### src/rtl/fifo_arb_pkg.sv
// Shared types and widths for the FIFO write-port round-robin arbiter.
package fifo_arb_pkg;

    localparam int unsigned NUM_REQ_DEF    = 4;
    localparam int unsigned DATA_WIDTH_DEF = 8;
    localparam int unsigned MAX_BURST_DEF  = 4;
    localparam int unsigned ID_W           = $clog2(NUM_REQ_DEF);
    localparam int unsigned WR_COUNT_W     = 16;
    localparam int unsigned BURST_CNT_W    = 8;

    typedef enum logic {
        IDLE  = 1'b0,
        GRANT = 1'b1
    } arb_state_e;

endpackage

### src/rtl/fifo_wr_arbiter_if.sv
// Producer/FIFO-write-side bundle for fifo_wr_arbiter.
// master: producers + FIFO side (drives requests and fifo_full).
// slave : the arbiter (drives ready, wr_en/data_in, grant status, wr_count).
interface fifo_wr_arbiter_if #(
    parameter int unsigned NUM_REQ    = 4,
    parameter int unsigned DATA_WIDTH = 8
);
    localparam int unsigned ID_W = $clog2(NUM_REQ);

    logic [NUM_REQ-1:0]                  req_valid;
    logic [NUM_REQ*DATA_WIDTH-1:0]       req_data;
    logic [NUM_REQ-1:0]                  req_last;
    logic [NUM_REQ-1:0]                  req_ready;
    logic                                fifo_full;
    logic                                wr_en;
    logic [DATA_WIDTH-1:0]               data_in;
    logic                                grant_valid;
    logic [ID_W-1:0]                     grant_id;
    logic [fifo_arb_pkg::WR_COUNT_W-1:0] wr_count;

    modport master (
        output req_valid, req_data, req_last, fifo_full,
        input  req_ready, wr_en, data_in, grant_valid, grant_id, wr_count
    );

    modport slave (
        input  req_valid, req_data, req_last, fifo_full,
        output req_ready, wr_en, data_in, grant_valid, grant_id, wr_count
    );
endinterface

### src/rtl/fifo_rr_picker.sv
// Combinational round-robin picker: finds the first set request searching
// upward from last+1 (mod NUM_REQ), wrapping round to last itself.
// Ports: req (request vector), last (previous owner) -> found, pick.
module fifo_rr_picker #(
    parameter int unsigned NUM_REQ = 4,
    parameter int unsigned ID_W    = $clog2(NUM_REQ)
) (
    input  logic [NUM_REQ-1:0] req,
    input  logic [ID_W-1:0]    last,
    output logic               found,
    output logic [ID_W-1:0]    pick
);

    // Walk distances from farthest to nearest so the nearest hit wins.
    always_comb begin
        logic [ID_W-1:0] idx;
        found = 1'b0;
        pick  = '0;
        idx   = '0;
        for (int i = int'(NUM_REQ); i >= 1; i--) begin
            idx = ID_W'((int'(last) + i) % int'(NUM_REQ));
            if (req[idx]) begin
                found = 1'b1;
                pick  = idx;
            end
        end
    end

endmodule

### src/rtl/fifo_wr_arbiter.sv
// Round-robin arbiter sharing the FIFO write port between NUM_REQ producers.
// Ports: wrclk, wrst_n (async active-low), bus (fifo_wr_arbiter_if.slave).
// wr_en, req_ready, data_in and grant_valid are combinational from the
// registered state/grant and fifo_full, so a full FIFO is never written.
// Optional macro FIFO_ARB_BURST_EN: owner keeps the grant until req_last,
// MAX_BURST beats or a cycle with its valid low; otherwise one beat per grant.
module fifo_wr_arbiter
    import fifo_arb_pkg::*;
#(
    parameter int unsigned NUM_REQ    = NUM_REQ_DEF,
    parameter int unsigned DATA_WIDTH = DATA_WIDTH_DEF,
    parameter int unsigned MAX_BURST  = MAX_BURST_DEF
) (
    input  logic              wrclk,
    input  logic              wrst_n,
    fifo_wr_arbiter_if.slave  bus
);

    localparam int unsigned GID_W = $clog2(NUM_REQ);

    arb_state_e              state, state_nxt;
    logic [GID_W-1:0]        grant_id, grant_id_nxt;
    logic [GID_W-1:0]        last_owner, last_owner_nxt;
    logic [GID_W-1:0]        pick_last, pick;
    logic                    found;
    logic                    owner_valid;
    logic                    accept;
    logic                    release_now;
    logic [WR_COUNT_W-1:0]   wr_count;
    logic [NUM_REQ-1:0]      ready;
    logic [DATA_WIDTH-1:0]   data_sel;

`ifdef FIFO_ARB_BURST_EN
    logic [BURST_CNT_W-1:0]  burst_cnt, burst_cnt_nxt;
    logic                    burst_end;
    assign burst_end = bus.req_last[grant_id]
                     | (burst_cnt == BURST_CNT_W'(MAX_BURST - 1));
`else
    logic unused_last;
    assign unused_last = ^bus.req_last;
`endif

    assign owner_valid = bus.req_valid[grant_id];
    assign accept      = (state == GRANT) & owner_valid & ~bus.fifo_full;
    // After an accept the owner becomes last_owner on this same edge, so
    // the re-pick must already search from the owner.
    assign pick_last   = accept ? grant_id : last_owner;

    fifo_rr_picker #(
        .NUM_REQ (NUM_REQ),
        .ID_W    (GID_W)
    ) u_picker (
        .req   (bus.req_valid),
        .last  (pick_last),
        .found (found),
        .pick  (pick)
    );

    // State, grant and counters.
    always_ff @(posedge wrclk or negedge wrst_n) begin
        if (!wrst_n) begin
            state      <= IDLE;
            grant_id   <= '0;
            last_owner <= GID_W'(NUM_REQ - 1);
            wr_count   <= '0;
`ifdef FIFO_ARB_BURST_EN
            burst_cnt  <= '0;
`endif
        end else begin
            state      <= state_nxt;
            grant_id   <= grant_id_nxt;
            last_owner <= last_owner_nxt;
            if (accept) begin
                wr_count <= wr_count + 1'b1;
            end
`ifdef FIFO_ARB_BURST_EN
            burst_cnt  <= burst_cnt_nxt;
`endif
        end
    end

    // Next-state: grant load, hold/stall and release.
    always_comb begin
        state_nxt      = state;
        grant_id_nxt   = grant_id;
        last_owner_nxt = last_owner;
        release_now    = 1'b0;
`ifdef FIFO_ARB_BURST_EN
        burst_cnt_nxt  = burst_cnt;
`endif
        unique case (state)
            IDLE: begin
                if (found) begin
                    state_nxt    = GRANT;
                    grant_id_nxt = pick;
`ifdef FIFO_ARB_BURST_EN
                    burst_cnt_nxt = '0;
`endif
                end
            end
            GRANT: begin
                if (bus.fifo_full) begin
                    release_now = 1'b0;
                end else if (!owner_valid) begin
                    release_now = 1'b1;
`ifdef FIFO_ARB_BURST_EN
                end else if (!burst_end) begin
                    burst_cnt_nxt = burst_cnt + 1'b1;
`endif
                end else begin
                    last_owner_nxt = grant_id;
                    release_now    = 1'b1;
                end
                if (release_now) begin
                    if (found) begin
                        grant_id_nxt = pick;
                    end else begin
                        state_nxt = IDLE;
                    end
`ifdef FIFO_ARB_BURST_EN
                    burst_cnt_nxt = '0;
`endif
                end
            end
            default: state_nxt = IDLE;
        endcase
    end

    // Owner-select for ready and write data.
    always_comb begin
        ready    = '0;
        data_sel = '0;
        for (int i = 0; i < int'(NUM_REQ); i++) begin
            if (grant_id == GID_W'(i)) begin
                ready[i] = (state == GRANT) & ~bus.fifo_full;
                data_sel = bus.req_data[i*DATA_WIDTH +: DATA_WIDTH];
            end
        end
    end

    assign bus.req_ready   = ready;
    assign bus.wr_en       = accept;
    assign bus.data_in     = data_sel;
    assign bus.grant_valid = (state == GRANT);
    assign bus.grant_id    = grant_id;
    assign bus.wr_count    = wr_count;

endmodule

### src/flat_wrapper.sv
// flat-port wrapper written by rule: the top's interface ports become plain ports
module fifo_wr_arbiter_flat import fifo_arb_pkg::*;
#(
    parameter int unsigned NUM_REQ    = NUM_REQ_DEF,
    parameter int unsigned DATA_WIDTH = DATA_WIDTH_DEF,
    parameter int unsigned MAX_BURST  = MAX_BURST_DEF
)
  (wrclk, wrst_n, bus_req_valid, bus_req_data, bus_req_last, bus_fifo_full, bus_req_ready, bus_wr_en, bus_data_in, bus_grant_valid, bus_grant_id, bus_wr_count);
  fifo_wr_arbiter_if #(.NUM_REQ(NUM_REQ), .DATA_WIDTH(DATA_WIDTH)) bus_i ();
  input  logic wrclk;
  input  logic wrst_n;
  input wire logic [$bits(bus_i.req_valid)-1:0] bus_req_valid;
  input wire logic [$bits(bus_i.req_data)-1:0] bus_req_data;
  input wire logic [$bits(bus_i.req_last)-1:0] bus_req_last;
  input wire logic [$bits(bus_i.fifo_full)-1:0] bus_fifo_full;
  output wire logic [$bits(bus_i.req_ready)-1:0] bus_req_ready;
  output wire logic [$bits(bus_i.wr_en)-1:0] bus_wr_en;
  output wire logic [$bits(bus_i.data_in)-1:0] bus_data_in;
  output wire logic [$bits(bus_i.grant_valid)-1:0] bus_grant_valid;
  output wire logic [$bits(bus_i.grant_id)-1:0] bus_grant_id;
  output wire logic [$bits(bus_i.wr_count)-1:0] bus_wr_count;
  assign bus_i.req_valid = bus_req_valid;
  assign bus_i.req_data = bus_req_data;
  assign bus_i.req_last = bus_req_last;
  assign bus_i.fifo_full = bus_fifo_full;
  assign bus_req_ready = bus_i.req_ready;
  assign bus_wr_en = bus_i.wr_en;
  assign bus_data_in = bus_i.data_in;
  assign bus_grant_valid = bus_i.grant_valid;
  assign bus_grant_id = bus_i.grant_id;
  assign bus_wr_count = bus_i.wr_count;
  fifo_wr_arbiter #(.NUM_REQ(NUM_REQ), .DATA_WIDTH(DATA_WIDTH), .MAX_BURST(MAX_BURST)) u_core (.wrclk(wrclk), .wrst_n(wrst_n), .bus(bus_i));
endmodule
### config.mk
export PLATFORM = sky130hd
export DESIGN_NAME = fifo_wr_arbiter_flat
export DESIGN_NICKNAME = d
export VERILOG_FILES = /design/src/rtl/fifo_arb_pkg.sv /design/src/rtl/fifo_wr_arbiter_if.sv /design/src/rtl/fifo_rr_picker.sv /design/src/rtl/fifo_wr_arbiter.sv /design/src/flat_wrapper.sv
export SDC_FILE = /design/constraint.sdc
export NUM_CORES = 1
export LEC_CHECK = 0
export BUFFER_PORTS_ARGS = -buffer_cell sky130_fd_sc_hd__buf_2
export CAP_MARGIN = 15
export CORE_ASPECT_RATIO = 0.5
export CORE_UTILIZATION = 49
export CTS_BUF_LIST = sky130_fd_sc_hd__clkbuf_2 sky130_fd_sc_hd__clkbuf_4 sky130_fd_sc_hd__clkbuf_8
export CTS_CLUSTER_SIZE = 28
export DETAILED_ROUTE_END_ITERATION = 7
export PLACE_DENSITY_LB_ADDON = 0.1
export SYNTH_ARGS = -nofsm -noshare
export SYNTH_HDL_FRONTEND = slang
export SYNTH_SLANG_ARGS = --single-unit
### constraint.sdc
create_clock -name wrclk -period 2.7 [get_ports wrclk]
set_input_delay 0 -clock wrclk [delete_from_list [all_inputs] [get_ports wrclk]]
set_output_delay 0 -clock wrclk [all_outputs]
set_load 0.02 [all_outputs]
Word level (Yosys, flattened, before mapping)
Index checks and enable logic that the tools add are counted.

Word-level logic and storage cells: 60. Bits in latches: 0. Memories kept: 0. Register bits after elaboration: 21. Memory bits (writable): 0. Output and inout bits: 32. Memory bits (read-only): 0. Bits of input ports: 43.

Bitwise gates (word level): 5. Reductions and logical operators: 2. Magnitude comparators: 5. $add $sub $neg: 5. Mux-type cells: 35. Eq/ne operators: 4. Multiply operators: 0. Divide/modulo/power cells: 0. Shift operators: 0.

Operators by type and width (number): $mux W8 (4); $mux W1 (17); $add A16 B1 Y16 const B (1); $lt A2 B3 Y1 const B (5); $mux W2 (7); $bmux W1 S2 (5); $add A2 B1 Y2 const B (2); $add A2 B2 Y2 const B (2); $eq A2 B2 Y1 const B (2); $pmux W2 S2 (1); $and A1 B1 Y1 (3); $reduce_and A3 Y1 (1); $eq A2 B1 Y1 const B (1); $logic_not A2 Y1 (1); $ne A2 B2 Y1 const B (1); $not A1 Y1 (2); $pmux W1 S2 (1).

Longest topological paths before layout
Gate-level depths: netlist of the first run.

Depth after elaboration: 15. Mapped depth: 7. Depth with buffers taken out: 5.

Cells and area by module
Synthesis of the first run repeated with hierarchy kept, for this count alone.

Cell total of the unflattened synthesis: 112. Area, all modules: 1316.3 um^2.

By module, submodules not included: fifo_wr_arbiter (instances 1, cells each 98, seq. area each 528.0 um^2, area each 1224.9 um^2); fifo_rr_picker (instances 1, cells each 14, seq. area each 0.0 um^2, area each 91.3 um^2).

Least setup slack after synthesis of the first run
Ideal clock, no wire load.

Path kind: reg-to-reg. Start: register u_core.state, in the netlist u_core.bus.grant_valid. End: register u_core.grant_id[1], in the netlist u_core.bus.grant_id[1]. Arrival time: 1835 ps. Cell stages (with the launch flop): 6. Required time: 2574 ps. Setup time: 126 ps. Clock period less this slack: 1961 ps. Path slack: 739 ps. Buffers on the path: 0. Path through: dfrtp_1 or3b_4 o22ai_2 mux2_4 mux2i_1 o32a_1.

Cells in the longest elaborated chain, start to end: 13. Elaborated cells between the ends (all ways): 28. Those cells by class: add/sub (4); eq/ne (1); mux (20); bitwise (3).

Ends and longest elaborated chain: start: declaration (line fifo_wr_arbiter.sv:21) `arb_state_e state, state_nxt;`; start signal: assignment (line fifo_wr_arbiter.sv:70) `state <= state_nxt;`; $and A1 B1 Y1 (2 in series) (line fifo_wr_arbiter.sv:44) `assign accept = (state == GRANT) & owner_valid & ~bus.fifo_full;`; $mux W2 (line fifo_wr_arbiter.sv:47) `assign pick_last = accept ? grant_id : last_owner;`; $add A2 B1 Y2 (line fifo_rr_picker.sv:21) `idx = ID_W'((int'(last) + i) % int'(NUM_REQ));`; $bmux W1 S2 (line fifo_rr_picker.sv:22) `if (req[idx]) begin`; $mux W1 (implied by the code) (line fifo_rr_picker.sv:22); $mux W2 or $mux W1 (tied branches) (4 in series) (line fifo_rr_picker.sv:22); $mux W2 (line fifo_wr_arbiter.sv:93, fifo_wr_arbiter.sv:115); $mux W2 (line fifo_wr_arbiter.sv:114) `if (release_now) begin`; $pmux W2 S2 (line fifo_wr_arbiter.sv:91) `unique case (state)`; end signal: assignment (line fifo_wr_arbiter.sv:71) `grant_id <= grant_id_nxt;`; end: declaration (line fifo_wr_arbiter.sv:22) `logic [GID_W-1:0] grant_id, grant_id_nxt;`.

Parallel ways exist; a longest one is shown, timed or not. The select of a mux whose other input is x is not followed. A chain may end at the register's enable or synchronous reset.

Worst setup path after layout of the first run
Start: register u_core.grant_id[1], in the netlist u_core.bus.grant_id[1]. End: register u_core.grant_id[1], in the netlist u_core.bus.grant_id[1].

Cells in the longest elaborated chain, start to end: 15. Elaborated cells between the ends (all ways): 28. Those cells by class: add/sub (4); mux (22); bitwise (2).

Ends and longest elaborated chain: $bmux W1 S2 (line fifo_wr_arbiter.sv:43) `assign owner_valid = bus.req_valid[grant_id];`; $mux W1 (implied by the code) (line fifo_wr_arbiter.sv:43); $and A1 B1 Y1 (2 in series) (line fifo_wr_arbiter.sv:44); $mux W2 (line fifo_wr_arbiter.sv:47); $add A2 B1 Y2 (line fifo_rr_picker.sv:21); $bmux W1 S2 (line fifo_rr_picker.sv:22); $mux W1 (implied by the code) (line fifo_rr_picker.sv:22); $mux W2 or $mux W1 (tied branches) (4 in series) (line fifo_rr_picker.sv:22); $mux W2 * (line fifo_wr_arbiter.sv:93, fifo_wr_arbiter.sv:115); $mux W2 (line fifo_wr_arbiter.sv:114); $pmux W2 S2 * (line fifo_wr_arbiter.sv:91).

Every way passes the cells marked *; elsewhere a longest branch is shown, timed or not. The select of a mux whose other input is x is not followed.

==> summary.md, run 1 <==
| Metric | Value |
|---|---|
| Count leader, synth | `dfrtp_1` |
| Placement Rows | `12` |
| Vias in the first global route | `1076` |
| Min Tclk post-route | `2.14 ns` |
| Die X-Extent | `75.8 um` |
| Startpoint Class | `register` |
| Fin Hold WS | `0.0164 ns` |
| Final Wtd Congestion | `0.830` |
| Final ANT Viol Nets | `0` |
| Initial core utilization | `55.8%` |
| TritonCTS clock tree | `yes` |
| Die H | `38.9 um` |
| Initial antenna violation count | `0` |
| Crit-path slowest cell | `dfrtp_1` |
| CTS max path bufs | `2` |
| Wire per inst | `13.6 um` |
| Tightest Pin Transition | `0.496 ns` |
| Top cells by area, synth | `dfrtp_1, mux4_2, xnor2_1, xor2_1, dfstp_2` |
| Leakage power | `0.000908 uW` |
| Fraction of layout cells with a size suffix above 1 | `46.7%` |
| Clock Skews | `0.00510 ns` |
| DR iter-0 viols | `47` |
| Syn Nets | `167` |
| Share of the synthesized area in the top cell type | `35.7%` |
| EDFF count, synth | `0` |
| Clock Pin Slew Worst Setup and Hold Paths | `0.08 ns` |
| Power per cell area | `851 mW/mm2` |
| I/O pin count | `75` |
| Root buf cell | `clkbuf_8` |
| Commonest cells in the netlist | `dfrtp_1, nand2_1, nor2_1` |
| Worst EP required | `2.85 ns` |
| Fillers | `190` |
| Number of port buffers | `70` |
| Drt first pass iters | `4` |
| Crit-path cells | `or3b_4, o22ai_2, mux2_4, mux2i_1, o32a_1` |
| Mean area per synthesized cell | `10.8 um2` |
| CTS Sinks | `21` |
| Top FF cell, synth | `dfrtp_1` |
| Ys async rst share | `100%` |
| # Max-Cap Violations | `0` |
| Met3 Wirelength | `255 um` |
| DR WL met2 | `1530 um` |
| Peak VDD IR | `0.499 mV` |
| Fmax | `468 MHz` |
| Slew Viols, Final | `0` |
| Post-route clock period utilization | `79.1%` |
| DP HPWL | `2340 um` |
| TritonCTS buffer count | `3` |
| DR vias/cell | `5.33` |
| Syn-to-layout area delta | `33.4%` |
| Core Area | `0.00239 mm2` |
| Largest net degree at the start of global routing | `22` |
| DRT met1 WL | `1330 um` |
| DRC | `0` |
| FF-to-FF setup slack | `0.56 ns` |
| H-tree level count | `1` |
| Setup Fix Bufs, Post-CTS | `0` |
| Nets | `240` |
| Setup violators final | `0` |
| Post-CTS Hold Fix Bufs | `2` |
| Crit. End Element | `register` |
| Post-Syn Instances | `123` |
| Post_cts resized | `0` |
| Hold Fails Final Rpt | `0` |
| Yosys reg bits | `21` |
| First-pass GRT wire length | `4620 um` |
| RSZ-0062 raised after global routing | `no` |
| Top layer used by detailed routing | `met4` |
| CP arrival | `2.29 ns` |
| Synth warn | `0` |
| Outcome | `complete, no violations` |
| Antenna diodes | `0` |
| Synthesized cell area | `0.00133 mm2` |
| Global router's overall resource usage | `21.9%` |
| Yosys top cell by area | `dfrtp_1` |
| Slew headroom | `66.9%` |
| Fin Setup TNS | `0 ns` |
| Post-synthesis sequential area ratio | `39.6%` |
| Slowest stage delay, CP | `0.57 ns` |
| Delay-heaviest family, CP | `flip-flops` |
| Worst path bufs/invs | `0` |
| Global route overflow | `0` |
| Routed via count | `1225` |
| Worst Path Max Fanout | `14` |
| Crit path kind | `reg2reg` |
| Worst hold path class | `in2reg` |
| Final WL | `3120 um` |
| Die Footprint | `0.00294 mm2` |
| Count of cell types in the netlist | `40` |
| Clock Latency Late Sink | `0.26 ns` |
## where the power goes
part           switching (uW)  internal [uW]  leakage, uW
clock                     103            115    0.0000262
combinational             405            364     0.000620
sequential                130            396     0.000261
## per-stage QoR
step | setup WS (ns) | area (um2) | power (uW) | cells | util, %
after detailed placement | 0.570 | 1710 | 1300 | 224 | 71.6
after global routing | 0.457 | 1780 | 1610 | 230 | 74.5
after CTS | 0.562 | 1780 | 1520 | 230 | 74.5
after floorplan | 0.739 | 1330 | 1080 | 123 | -
final | 0.565 | 1780 | 1510 | 230 | 74.5
after global placement | 0.587 | 1710 | 1280 | 224 | 71.6
## layout make-up
cell class              instances  area, um2  area share [%]
well taps                      35       43.8            2.46
inverters                       2       7.51           0.422
clock buffers                   4       48.8            2.74
multi-input cells              94        764            43.0
flip-flops and latches         21        528            29.7
repair buffers                 74        385            21.7
## cell families (layout without fill, tap and decap cells)
group	count (synthesis)	in the layout	synth area share, %
xor gates and xnor gates	16	16	10.5
muxes	15	15	19.2
DFF	21	21	39.6
AOI/OAI and AO/OA	12	12	6.76
adders and majority gates	1	1	0.939
and+or+nand+nor	50	50	19.9
buffers and inverters	8	80	3.00
## worst register-to-register path, delay by kind of cell, from the launching register on
| family | cells | cell delay, ns |
|---|---|---|
| and+or+nand+nor | 1 | 0.50 |
| muxes | 2 | 0.45 |
| AOI/OAI and AO/OA | 2 | 0.52 |
| DFF | 1 | 0.57 |
## sequential cells by signal (all words and copies together) (netlist names)
signal	count
u_core.bus.wr_count	16
u_core.bus.grant_id	2
u_core.bus.grant_valid	1
u_core.last_owner	2
## layout by cell type, fill, tap and decap left out, types with 2 or more instances in the layout
master,instances
nand4_1,3
nand2b_1,2
xnor2_1,9
o32a_1,2
inv_1,2
dfrtp_1,19
mux4_2,8
a21oi_1,2
nor2_1,12
xor2_1,7
nand2_1,13
o21ai_0,2
and3_1,5
clkbuf_8,3
buf_4,2
dlygate4sd3_1,2
buf_2,70
nand3b_1,2
dfstp_2,2
nand3_1,3
mux2i_1,5
## per-layer routing
layer / GRT usage, % / up-vias
li1: - / 591
met5: 0 / -
met4: 5.56 / 0
met2: 41.4 / 47
met1: 25.2 / 585
met3: 5.73 / 2
## final timing paths
path,start,cells past startpoint,to
max,u_core.bus.grant_id[1],5,u_core.bus.grant_id[1]
min,bus_req_valid[0],3,u_core.bus.grant_valid
max reg2reg,u_core.bus.grant_id[1],5,u_core.bus.grant_id[1]
min reg2reg,u_core.bus.wr_count[15],1,u_core.bus.wr_count[15]
max in group asynchronous,wrst_n,2,u_core.last_owner[1]
min in group asynchronous,wrst_n,2,u_core.bus.wr_count[12]
Power figures use the tool's default switching activity.
==> run 2, diff against run 1 <==
- ABC_AREA: default -> 1
- CORE_UTILIZATION: 49 -> 43
- clock period: 2.7 -> 1.82 ns (I/O delays scaled with it)
==> run 2 against run 1 <==
Net effect: the flow now finishes with violations (setup timing); largest power group unchanged; non-clock buffer count grew 23; sequential share of layout area shrank 6.6 points; combinational power grew to 3.3 times the previous value; via count grew 38%; wire length grew 24%; clock skew shrank 0.0034 ns; clock power grew 39%.
==> summary.md, run 2 <==
| Metric | Value |
|---|---|
| Crit path to | `u_core.bus.grant_id[0]` |
| Post-synthesis sequential area ratio | `33.6% (-6.0 points)` |
| Most frequent cells in the layout | `buf_2, nand2_1, buf_4` |
| CTS max path bufs | `2 (unchanged)` |
| Slew headroom | `69.3% (+2.4 points)` |
| Share of the synthesized area in the top cell type | `30.3% (-5.4 points)` |
| DR vias/cell | `4.66 (-12%)` |
| Final WL | `3860 um (+24%)` |
| Tightest Pin Transition | `0.456 ns (-0.0403 ns)` |
| Core Area | `0.00347 mm2 (+45%)` |
| Reg2reg path depth | `19 (+14)` |
| Reg power frac | `19.9% (-15 points)` |
| RSZ-0062 raised after global routing | `yes` |
| FF-to-FF setup slack | `-0.04 ns (-0.60 ns)` |
| Global route overflow | `0 (unchanged)` |
| DRC | `0 (unchanged)` |
| Root buf cell | `clkbuf_8` |
| Placed Cells incl. Taps | `350 (+56%)` |
| Crit path kind | `reg2reg` |
| Largest net degree at the start of global routing | `22 (unchanged)` |
| TritonCTS clock tree | `yes` |
| Fmax | `538 MHz (+15%)` |
| DR iter-0 viols | `77 (+64%)` |
| Slew Viols, Final | `0 (unchanged)` |
| Fraction of layout cells with a size suffix above 1 | `47.4% (+0.77 points)` |
| Failing checks | `setup timing` |
| Number of port buffers | `70 (unchanged)` |
| Clock Pin Slew Worst Setup and Hold Paths | `0.07 ns (about the same)` |
| Yosys top cell by area | `dfrtp_1` |
| Top FF cell, synth | `dfrtp_1` |
| Worst Path Max Fanout | `6 (-8)` |
| Final ANT Viol Nets | `0 (unchanged)` |
| Vias in the first global route | `1421 (+32%)` |
| Hold Fails Final Rpt | `0 (unchanged)` |
| Commonest cells in the netlist | `nand2_1, inv_1, dfrtp_1` |
| Worst R2R Start | `u_core.bus.grant_id[0]` |
| Outcome | `complete, but fails checks` |
| Ys async rst share | `100% (unchanged)` |
| First-pass GRT wire length | `5900 um (+28%)` |
| Routed via count | `1692 (+38%)` |
| Min Tclk post-route | `1.86 ns (-0.277 ns)` |
| H-tree level count | `1 (unchanged)` |
| Syn Nets | `258 (+54%)` |
| Power per cell area | `1540 mW/mm2 (+81%)` |
| Post-route clock period utilization | `102% (+23 points)` |
| CTS Sinks | `21 (unchanged)` |
| Die Footprint | `0.00391 mm2 (+33%)` |
| Combinational power share | `71.6% (+21 points)` |
| Drt first pass iters | `6 (+2)` |
| Clock Skews | `0.00174 ns (-0.00336 ns)` |
| Die X-Extent | `87.5 um (+16%)` |
| I/O pin count | `75 (unchanged)` |
| Synth warn | `0 (unchanged)` |
| Top flop regs | `u_core.bus.wr_count (16), u_core.bus.grant_id (2), u_core.last_owner (2)` |
| Sw Share | `49.7% (+7.5 points)` |
| Count of cell types in the netlist | `30 (-25%)` |
| Die H | `44.7 um (+15%)` |
| Yosys reg bits | `21 (unchanged)` |
| Crit. End Element | `register` |
| Antenna diodes | `0 (unchanged)` |
| Switching power | `1750 uW (+170%)` |
| Global router's overall resource usage | `19.4% (-2.6 points)` |
| R2r endpoint | `u_core.bus.grant_id[0]` |
| Fin Setup TNS | `-0.0385 ns (-0.0385 ns)` |
| Initial antenna violation count | `0 (unchanged)` |
| Syn-to-layout area delta | `45.9%` |
| Clock Latency Late Sink | `0.26 ns (about the same)` |
| EDFF count, synth | `0 (unchanged)` |
| Clock power frac | `8.6% (-5.8 points)` |
| CP startpoint | `u_core.bus.grant_id[0]` |
| Synthesized cell area | `0.00157 mm2 (+18%)` |
| Most flops, register | `u_core.bus.wr_count` |
| CP arrival | `2.01 ns (-0.28 ns)` |
| Peak VDD IR | `1.08 mV (+120%)` |
| Max reg flops | `16 (unchanged)` |
| Layout Cells excl Fill | `363 (+58%)` |
| Top cells by area, synth | `dfrtp_1, nand2_1, nand2_2, inv_1, nand4_1` |
| Nets | `357 (+49%)` |
| DP HPWL | `3050 um (+30%)` |
| Worst Slack Setup Final | `-0.0385 ns (-0.603 ns)` |
| Count leader, synth | `nand2_1` |
| Commonest non-fill, non-tap cell in the layout | `buf_2` |
| Final Wtd Congestion | `0.858 (+3.4%)` |
| Startpoint Class | `register` |
| # Max-Cap Violations | `0 (unchanged)` |
| Leakage power | `0.00127 uW (+40%)` |
| Initial core utilization | `45.3% (-11 points)` |
| Post-Syn Instances | `214 (+74%)` |
| Worst EP required | `1.97 ns (-0.88 ns)` |
| Worst hold path class | `in2reg` |
| Placement Rows | `15 (+3)` |
| TritonCTS buffer count | `3 (unchanged)` |
| Setup violators final | `1 (+1)` |
| Mean area per synthesized cell | `7.34 um2 (-32%)` |
| Wire per inst | `10.6 um (-22%)` |
| Pint | `1770 uW (+100%)` |
-- run 2: cell count changes in the layout (fill, tap and decap cells not counted), sizes merged, moves of 3 or more --
cell | previous run | this run
nor3 | 1 | 4
mux4 | 8 | 0
inv | 2 | 25
nand3 | 4 | 16
xnor2 | 9 | 6
and3 | 5 | 0
buf | 72 | 96
mux2i | 5 | 0
nand2 | 13 | 93
nand4 | 3 | 13
a21oi | 2 | 5
nor2 | 12 | 15
-- run 2: stage by stage --
step           utilization, %  setup WS [ns]  power [uW]  hold slack, ns  area [um2]
2_1_floorplan               -        -0.0160        2240          -0.296        1580
3_3_place_gp             60.5         0.0329        2930         -0.0219        2100
3_5_place_dp             60.5        -0.0639        2980         -0.0212        2100
4_1_cts                  62.3        -0.0503        3310          0.0294        2160
5_1_grt                  66.1         -0.139        3800          0.0483        2290
6_report                 66.1        -0.0385        3530          0.0322        2290
-- run 2: timing repair --
item	CTS	global route
hold endpoints to repair	19	0
hold buffers	1	0
resized for setup	2	18
pin swaps	0	7
endpoints found under the setup margin	1	6
buffers inserted	0	8
-- run 2: cells by family (layout without fill, tap and decap cells) --
logic type,count (synthesis),count (layout),share of synthesized area [%]
DFF,21,21,33.6
adders and majority gates,1,1,0.796
buffers and inverters,29,127,9.00
AOI/OAI and AO/OA,7,7,2.39
and+or+nand+nor,144,144,47.5
xor gates and xnor gates,12,12,6.69
-- run 2: final cells by class --
| class | instances | area (um2) |
|---|---|---|
| repair buffers | 97 | 572 |
| fillers | 313 | 1180 |
| inverters | 26 | 108 |
| clock buffers | 3 | 41.3 |
| multi-input cells | 164 | 975 |
| well taps | 51 | 63.8 |
| clock inverters | 1 | 5.00 |
| flip-flops and latches | 21 | 529 |
-- run 2: power groups by stage --
stage	combinational (uW)	clock, uW	sequential [uW]
floorplan	1460	0	789
global placement	2220	0	717
detailed placement	2260	0	721
CTS	2280	310	713
global route	2750	336	716
finish	2520	302	701
-- run 2: layer usage --
layer  global-route usage [%]  up-vias  share of wire, %
li1                         -      877                 -
met1                     23.4      765                45
met2                     36.3       50                50
met3                     4.39        0               4.6
met4                     3.93        0                 0
met5                        0        -                 0
-- run 2: worst min path at each step --
stage               slack (ns)  cells after the start          start                     end
floorplan                -0.30                      0         wrst_n  u_core.bus.grant_id[0]
global placement         -0.02                      1         wrst_n  u_core.bus.wr_count[5]
detailed placement       -0.02                      1         wrst_n  u_core.bus.wr_count[4]
CTS                       0.03                      3  bus_fifo_full  u_core.bus.grant_valid
global route              0.05                      3  bus_fifo_full  u_core.bus.grant_valid
finish                    0.03                      3  bus_fifo_full  u_core.bus.grant_valid
-- run 2: worst max-delay path, stage by stage (launching register included) --
cell      delay, ns
dfrtp_2        0.46
clkinv_4       0.08
nand2_2        0.05
nand2_2        0.06
nand2_2        0.06
nand2_4        0.10
nand2_4        0.08
buf_12         0.14
nand2_8        0.06
nand2_8        0.07
nand2_2        0.08
nand3_2        0.08
nand2_1        0.08
inv_2          0.03
nand2_1        0.07
nand3_1        0.07
nand2_1        0.06
inv_1          0.04
nand2_1        0.05
nand2_1        0.04
